===== config.mk =====
export PLATFORM = sky130hd
export DESIGN_NAME = radix3_bfly_stage
export DESIGN_NICKNAME = d
export VERILOG_FILES = /design/src/rtl/radix3_bfly_stage.sv
export SDC_FILE = /design/constraint.sdc
export NUM_CORES = 2
export LEC_CHECK = 0
export CAP_MARGIN = 25
export CORE_MARGIN = 3
export CORE_UTILIZATION = 45
export CTS_CLUSTER_SIZE = 16
export DETAILED_ROUTE_END_ITERATION = 6
export PLACE_DENSITY = 0.62
export REMOVE_ABC_BUFFERS = 1
export SYNTH_ARGS = -nofsm -noshare
export SYNTH_HDL_FRONTEND = slang
export SYNTH_SLANG_ARGS = --single-unit

===== constraint.sdc =====
create_clock -name clk -period 6.6 [get_ports clk]
set_input_delay 0.99 -clock clk [delete_from_list [all_inputs] [get_ports clk]]
set_output_delay 0.99 -clock clk [all_outputs]
set_load 0.1 [all_outputs]

===== src/rtl/radix3_bfly_stage.sv =====
// Streaming radix-3 butterfly: full 3-point DFT of (a, b, c) per cycle,
// three register stages under a single global stall, per-sample fwd/inv.
module radix3_bfly_stage #(
    parameter int unsigned DW   = 16,
    parameter int unsigned CW   = 15,
    parameter int unsigned COEF = 28378
) (
    input  logic                 clk,
    input  logic                 rst_n,
    input  logic                 in_valid,
    output logic                 in_ready,
    input  logic                 in_inv,
    input  logic signed [DW-1:0] a_re,
    input  logic signed [DW-1:0] a_img,
    input  logic signed [DW-1:0] b_re,
    input  logic signed [DW-1:0] b_img,
    input  logic signed [DW-1:0] c_re,
    input  logic signed [DW-1:0] c_img,
    output logic                 out_valid,
    input  logic                 out_ready,
    output logic signed [DW+1:0] x0_re,
    output logic signed [DW+1:0] x0_img,
    output logic signed [DW+1:0] x1_re,
    output logic signed [DW+1:0] x1_img,
    output logic signed [DW+1:0] x2_re,
    output logic signed [DW+1:0] x2_img
);

    localparam int unsigned W1 = DW + 1;
    localparam int unsigned W2 = DW + 2;
    localparam int unsigned WP = DW + CW + 2;

    localparam logic signed [CW:0]   COEF_S = (CW+1)'(COEF);
    localparam logic signed [WP-1:0] RND    = WP'(1) << (CW - 1);

    logic adv;

    logic                 s1_valid, s1_inv;
    logic signed [DW-1:0] s1_a_re, s1_a_im;
    logic signed [W1-1:0] s1_t1_re, s1_t1_im, s1_t2_re, s1_t2_im;

    logic                 s2_valid, s2_inv;
    logic signed [W2-1:0] s2_x0_re, s2_x0_im, s2_m_re, s2_m_im;
    logic signed [WP-1:0] s2_p_re, s2_p_im;

    logic signed [W2-1:0] q_re, q_im;
    logic signed [W2-1:0] f1_re, f1_im, f2_re, f2_im;

    // Global stall: everything freezes while an output is offered but not taken.
    assign adv      = !(out_valid && !out_ready);
    assign in_ready = adv;

    // S1: b +/- c, carry a and the direction flag.
    always_ff @(posedge clk or negedge rst_n) begin
        if (!rst_n) begin
            s1_valid <= 1'b0;
            s1_inv   <= 1'b0;
            s1_a_re  <= '0;
            s1_a_im  <= '0;
            s1_t1_re <= '0;
            s1_t1_im <= '0;
            s1_t2_re <= '0;
            s1_t2_im <= '0;
        end else if (adv) begin
            s1_valid <= in_valid && in_ready;
            s1_inv   <= in_inv;
            s1_a_re  <= a_re;
            s1_a_im  <= a_img;
            s1_t1_re <= W1'(b_re) + W1'(c_re);
            s1_t1_im <= W1'(b_img) + W1'(c_img);
            s1_t2_re <= W1'(b_re) - W1'(c_re);
            s1_t2_im <= W1'(b_img) - W1'(c_img);
        end
    end

    // S2: DC term, midpoint a - t1/2 (floor) and full-precision twiddle products.
    always_ff @(posedge clk or negedge rst_n) begin
        if (!rst_n) begin
            s2_valid <= 1'b0;
            s2_inv   <= 1'b0;
            s2_x0_re <= '0;
            s2_x0_im <= '0;
            s2_m_re  <= '0;
            s2_m_im  <= '0;
            s2_p_re  <= '0;
            s2_p_im  <= '0;
        end else if (adv) begin
            s2_valid <= s1_valid;
            s2_inv   <= s1_inv;
            s2_x0_re <= W2'(s1_a_re) + W2'(s1_t1_re);
            s2_x0_im <= W2'(s1_a_im) + W2'(s1_t1_im);
            s2_m_re  <= W2'(s1_a_re) - W2'(s1_t1_re >>> 1);
            s2_m_im  <= W2'(s1_a_im) - W2'(s1_t1_im >>> 1);
            s2_p_re  <= WP'(COEF_S) * WP'(s1_t2_re);
            s2_p_im  <= WP'(COEF_S) * WP'(s1_t2_im);
        end
    end

    // Round-half-up rescale of the products, then the forward-direction pair.
    always_comb begin
        q_re  = W2'((s2_p_re + RND) >>> CW);
        q_im  = W2'((s2_p_im + RND) >>> CW);
        f1_re = s2_m_re + q_im;
        f1_im = s2_m_im - q_re;
        f2_re = s2_m_re - q_im;
        f2_im = s2_m_im + q_re;
    end

    // S3: output registers; inverse transform just swaps X1 and X2.
    always_ff @(posedge clk or negedge rst_n) begin
        if (!rst_n) begin
            out_valid <= 1'b0;
            x0_re     <= '0;
            x0_img    <= '0;
            x1_re     <= '0;
            x1_img    <= '0;
            x2_re     <= '0;
            x2_img    <= '0;
        end else if (adv) begin
            out_valid <= s2_valid;
            x0_re     <= s2_x0_re;
            x0_img    <= s2_x0_im;
            x1_re     <= s2_inv ? f2_re : f1_re;
            x1_img    <= s2_inv ? f2_im : f1_im;
            x2_re     <= s2_inv ? f1_re : f2_re;
            x2_img    <= s2_inv ? f1_im : f2_im;
        end
    end

endmodule

**Yosys cells after proc, flatten, opt, wreduce, memory -nomap -nowiden**

Cells that the tools add are included.

- Register bits: 349
- Latch bits: 0
- RAM bits: 0
- Memory bits (read-only): 0
- Bits of input ports: 101
- Output and inout port bits: 110
- Word-level logic and storage cells: 47
- Memories kept: 0

- $add $sub $neg: 14
- $mul: 2
- Divide/modulo/power cells: 0
- $lt $le $gt $ge: 0
- Equality and inequality tests: 0
- Shifts and indexed selects: 0
- Mux-type cells: 4
- Bitwise operators: 0
- Reduce and logical (&&, ||, !) cells: 4

Operators by type and width:

| cell | count |
|---|---|
| $mux 18 | 4 |
| $sub 16x16->17 | 4 |
| $add 33x16->33 const B | 2 |
| $mul 15x17->32 const A | 2 |
| $add 16x17->18 | 2 |
| $add 18x18->18 | 2 |
| $sub 18x18->18 | 2 |
| $add 16x16->17 | 2 |
| $logic_and 1x1->1 | 2 |
| $logic_not 1->1 | 2 |

**Longest topological paths before layout**

- Depth after elaboration: 4
- Gate-level depth with buffers: 22
- Gate-level depth less buffers: 22

**Worst setup path before layout**

No wires, ideal clock.

- Path type: register to register
- Start: register s1_t2_im[16]
- End: register s2_p_im[31]
- Setup time: 76 ps
- Arrival: 5,454 ps
- Data required time: 6,524 ps
- Path slack: 1,070 ps
- Stages on the path, launching flop included: 20
- Path buffers: 0
- Period minus slack after synthesis: 5,530 ps
- Cells stage by stage: dfrtp_1 ha_1 inv_1 fa_1 fa_1 fa_1 fa_1 inv_1 fa_1 inv_1 ha_1 and3_1 nand2_1 nor2_1 inv_1 a311o_1 a311oi_2 a21oi_1 xor2_1 o21ai_1

- Cells in the longest elaborated chain, start to end: 1

RTL lines:

| what | line | RTL |
|---|---|---|
| start: declaration | 40 | `logic signed [W1-1:0] s1_t1_re, s1_t1_im, s1_t2_re, s1_t2_im;` |
| start signal: assignment | 72 | `s1_t2_im <= W1'(b_img) - W1'(c_img);` |
| $mul 15x17->32 | 95 | `s2_p_im <= WP'(COEF_S) * WP'(s1_t2_im);` |
| end signal: assignment | 95 |  |
| end: declaration | 44 | `logic signed [WP-1:0] s2_p_re, s2_p_im;` |

No other way between the ends.
A chain may end at the register's enable or synchronous reset.

**Final worst setup path**

- Start: register s1_t2_im[5]
- End: register s2_p_im[23]

The elaborated chain is that of the path after synthesis.

==> run metrics <==
Yosys reg bits=317; FFs w/ async S/R, synth=100%; Synth warnings=0; Mapped Avg Cell Area=just under 9 um2; clock tree buffer depth=3; IO Port Bufs=210; clk root buf=clkbuf_16; Cell Chain, Critical Path=ha_1, fa_1, inv_1, fa_1, inv_1, fa_1, fa_1, inv_1, fa_1, inv_1, ha_1, a2111oi_0, o21ai_1, o211ai_1, a2bb2oi_2, nand2_1, o211ai_1, nand2b_1, a211oi_1, o31ai_1; post-layout min period=around 5900 ps; grt total ovfl=0; die area=between 70000 and 80000 um2; Routed Antenna Nets=0; row count=between 90 and 100; most instantiated cells after synthesis=532 x inv_1, 442 x nand2_1, 419 x ha_1, 317 x dfrtp_1, 261 x a21oi_1; Reg2Reg Setup Slack=740 ps; # setup viols final=0; period utilization=88.8%; CTS tree=built; cells after synthesis=3672; most used cell along the critical path=fa_1; Synth area leaders=dfrtp_1 24%, ha_1 16%, fa_1 16%, inv_1 6.2%, nand2_1 5.1%; Synth top area share=24.5%; total negative slack=0 ps; initial drt markers=around 1200; die width=275 um; initial antenna violation count=2; cts hold-fix bufs=0; Max FO, Critical Path=5; largest net degree at the start of global routing=226; vias in the first global route=24800; clock sinks=roughly 320; post-synthesis sequential area ratio=between 20% and 30%; DIE HEIGHT=around 270 um; WL final=about 80000 um; RSZ-0062 raised after global routing=no; Area growth, synth to finish=13.3%; Slew HR=23.7%; top-count cell post-synth=inv_1; Total GRT Usage=21.3%; H-tree levels=2; Ports=roughly 210; first-pass GRT wire length=between 100000 and 150000 um; status=finished, final reports clean; Clock Latency Late Sink=between 500 and 600 ps; Fillers=6757; Slew @ Worst Pin=1140 ps; Max Slew Vio Count=0; CP Capture Type=register; CP required=7000 ps; Post-CTS Setup Repair Bufs=0; Post-synth EDFFs=0; Hold WC Path Type=in2async; Resized Gates After CTS=0; final core utilization=between 50% and 60%; Setup Skew=about 21 ps; Post-route DRC=0; ys flop type=dfrtp_1; WL per Instance=around 16 um; starting density of the core=a little under half; post-synthesis cell type count=95; Yosys top cell by area=dfrtp_1; TritonCTS Buffers=42; Syn Std Cell Area=between 30000 and 40000 um2; fraction of layout cells with a size suffix above 1=approximately 3.7%; Detailed Routing Iterations Pass 1=5; routability-driven placement congestion ratio=roughly 0.92; # nets final=around 4600; final hold slack=432 ps; CP Launch Type=register; final hold vios=0; fmax=around 170 MHz; vias per inst=just over 5; Max Cap Viol=0; Clock transition at path regs=approximately 60 ps; delay of the slowest cell on the worst path=around 550 ps; WP data arrival=between 6000 and 7000 ps; vias=between 20000 and 25000; DP HPWL=slightly above 60000 um; critical path's slowest cell=fa_1; Setup Crit Path Kind=reg2reg; floorplan core area=70800 um2
-- kinds of logic after synthesis --
logic type | Yosys count | share of synthesized area [%]
simple gates | 992 | 13.7
flops | 317 | 24.5
xor+xnor | 224 | 6.07
fa+ha+maj | 679 | 32.2
mux | 36 | 1.14
compound gates | 762 | 14.6
buf+inv | 662 | 7.81
-- stage by stage --
| stage | setup WS [ps] | cells | instance area [um2] |
|---|---|---|---|
| 3_3_place_gp | 920 | 4705 | 35300 |
| 3_5_place_dp | 826 | 4706 | 35400 |
| 2_1_floorplan | -16250 | 3545 | 31900 |
| 4_1_cts | 790 | 4783 | 36800 |
| 6_report | 736 | 4785 | 36800 |
| 5_1_grt | 389 | 4785 | 36800 |
-- registers in the layout (all words and copies together) (netlist names), 18 cells and up --
name,cells
s2_p_re,19
x0_img,18
x1_img,18
x0_re,18
s2_x0_im,18
x1_re,18
s2_x0_re,18
s2_p_im,19
-- per-layer routing --
metal,track usage (%),share of wire [%],routed length (um),up-vias
met4,5.25,2.5,1950,0
met5,0,0,0,-
met1,29.5,47,37300,11700
met2,35.7,47,36900,384
met3,2.37,3.3,2580,92
li1,-,-,-,12400
-- critical path, delay by kind of cell (launching register included) --
family                   cells  cell delay, ps
AND/OR/NAND/NOR              2             250
adder cells (fa/ha/maj)      7            3250
flip-flops                   1             450
buffers and inverters        4             190
AO/OA/AOI/OAI                7            1540
-- layout make-up --
| cell class | count | area (um2) | share of cell area, % |
|---|---|---|---|
| clock inverters | 23 | 263 | 0.715 |
| inverters | 535 | 2020 | 5.48 |
| multi-input cells | 2693 | 22000 | 59.8 |
| diodes | 2 | 5.00 | 0.0136 |
| repair buffers | 221 | 2240 | 6.10 |
| clock buffers | 54 | 1140 | 3.09 |
| flip-flops and latches | 317 | 7930 | 21.6 |
| well taps | 940 | 1180 | 3.20 |
-- layout by cell type (no fill, tap or decap), types with 23 or more instances in the layout --
| cell | instances |
|---|---|
| inv_1 | 532 |
| nand2_1 | 442 |
| ha_1 | 419 |
| dfrtp_1 | 316 |
| a21oi_1 | 261 |
| fa_1 | 260 |
| nor2_1 | 245 |
| clkdlybuf4s50_1 | 207 |
| o21ai_0 | 173 |
| xnor2_1 | 133 |
| xor2_1 | 90 |
| nor3_1 | 65 |
| nand3_1 | 50 |
| a21o_1 | 46 |
| clkbuf_16 | 43 |
| nand2b_1 | 36 |
| a31oi_1 | 30 |
| mux2i_1 | 29 |
| o21ai_1 | 29 |
| or3_1 | 28 |
| and3_1 | 24 |
| nor2b_1 | 23 |
| o31ai_1 | 23 |
-- final timing paths --
kind,startpoint,to,cells after the start
worst max-delay path,s1_t2_im[5],s2_p_im[23],20
worst max register to register,s1_t2_im[5],s2_p_im[23],20
max in group asynchronous,rst_n,s2_x0_re[6],2
worst min register to register,s2_valid,s2_valid,2
worst min-delay path,rst_n,x2_img[3],1
min in group clk,s2_valid,s2_valid,2
Power is not shown: default switching activity piles up to over one toggle a cycle in this logic, so the estimate is an artifact.
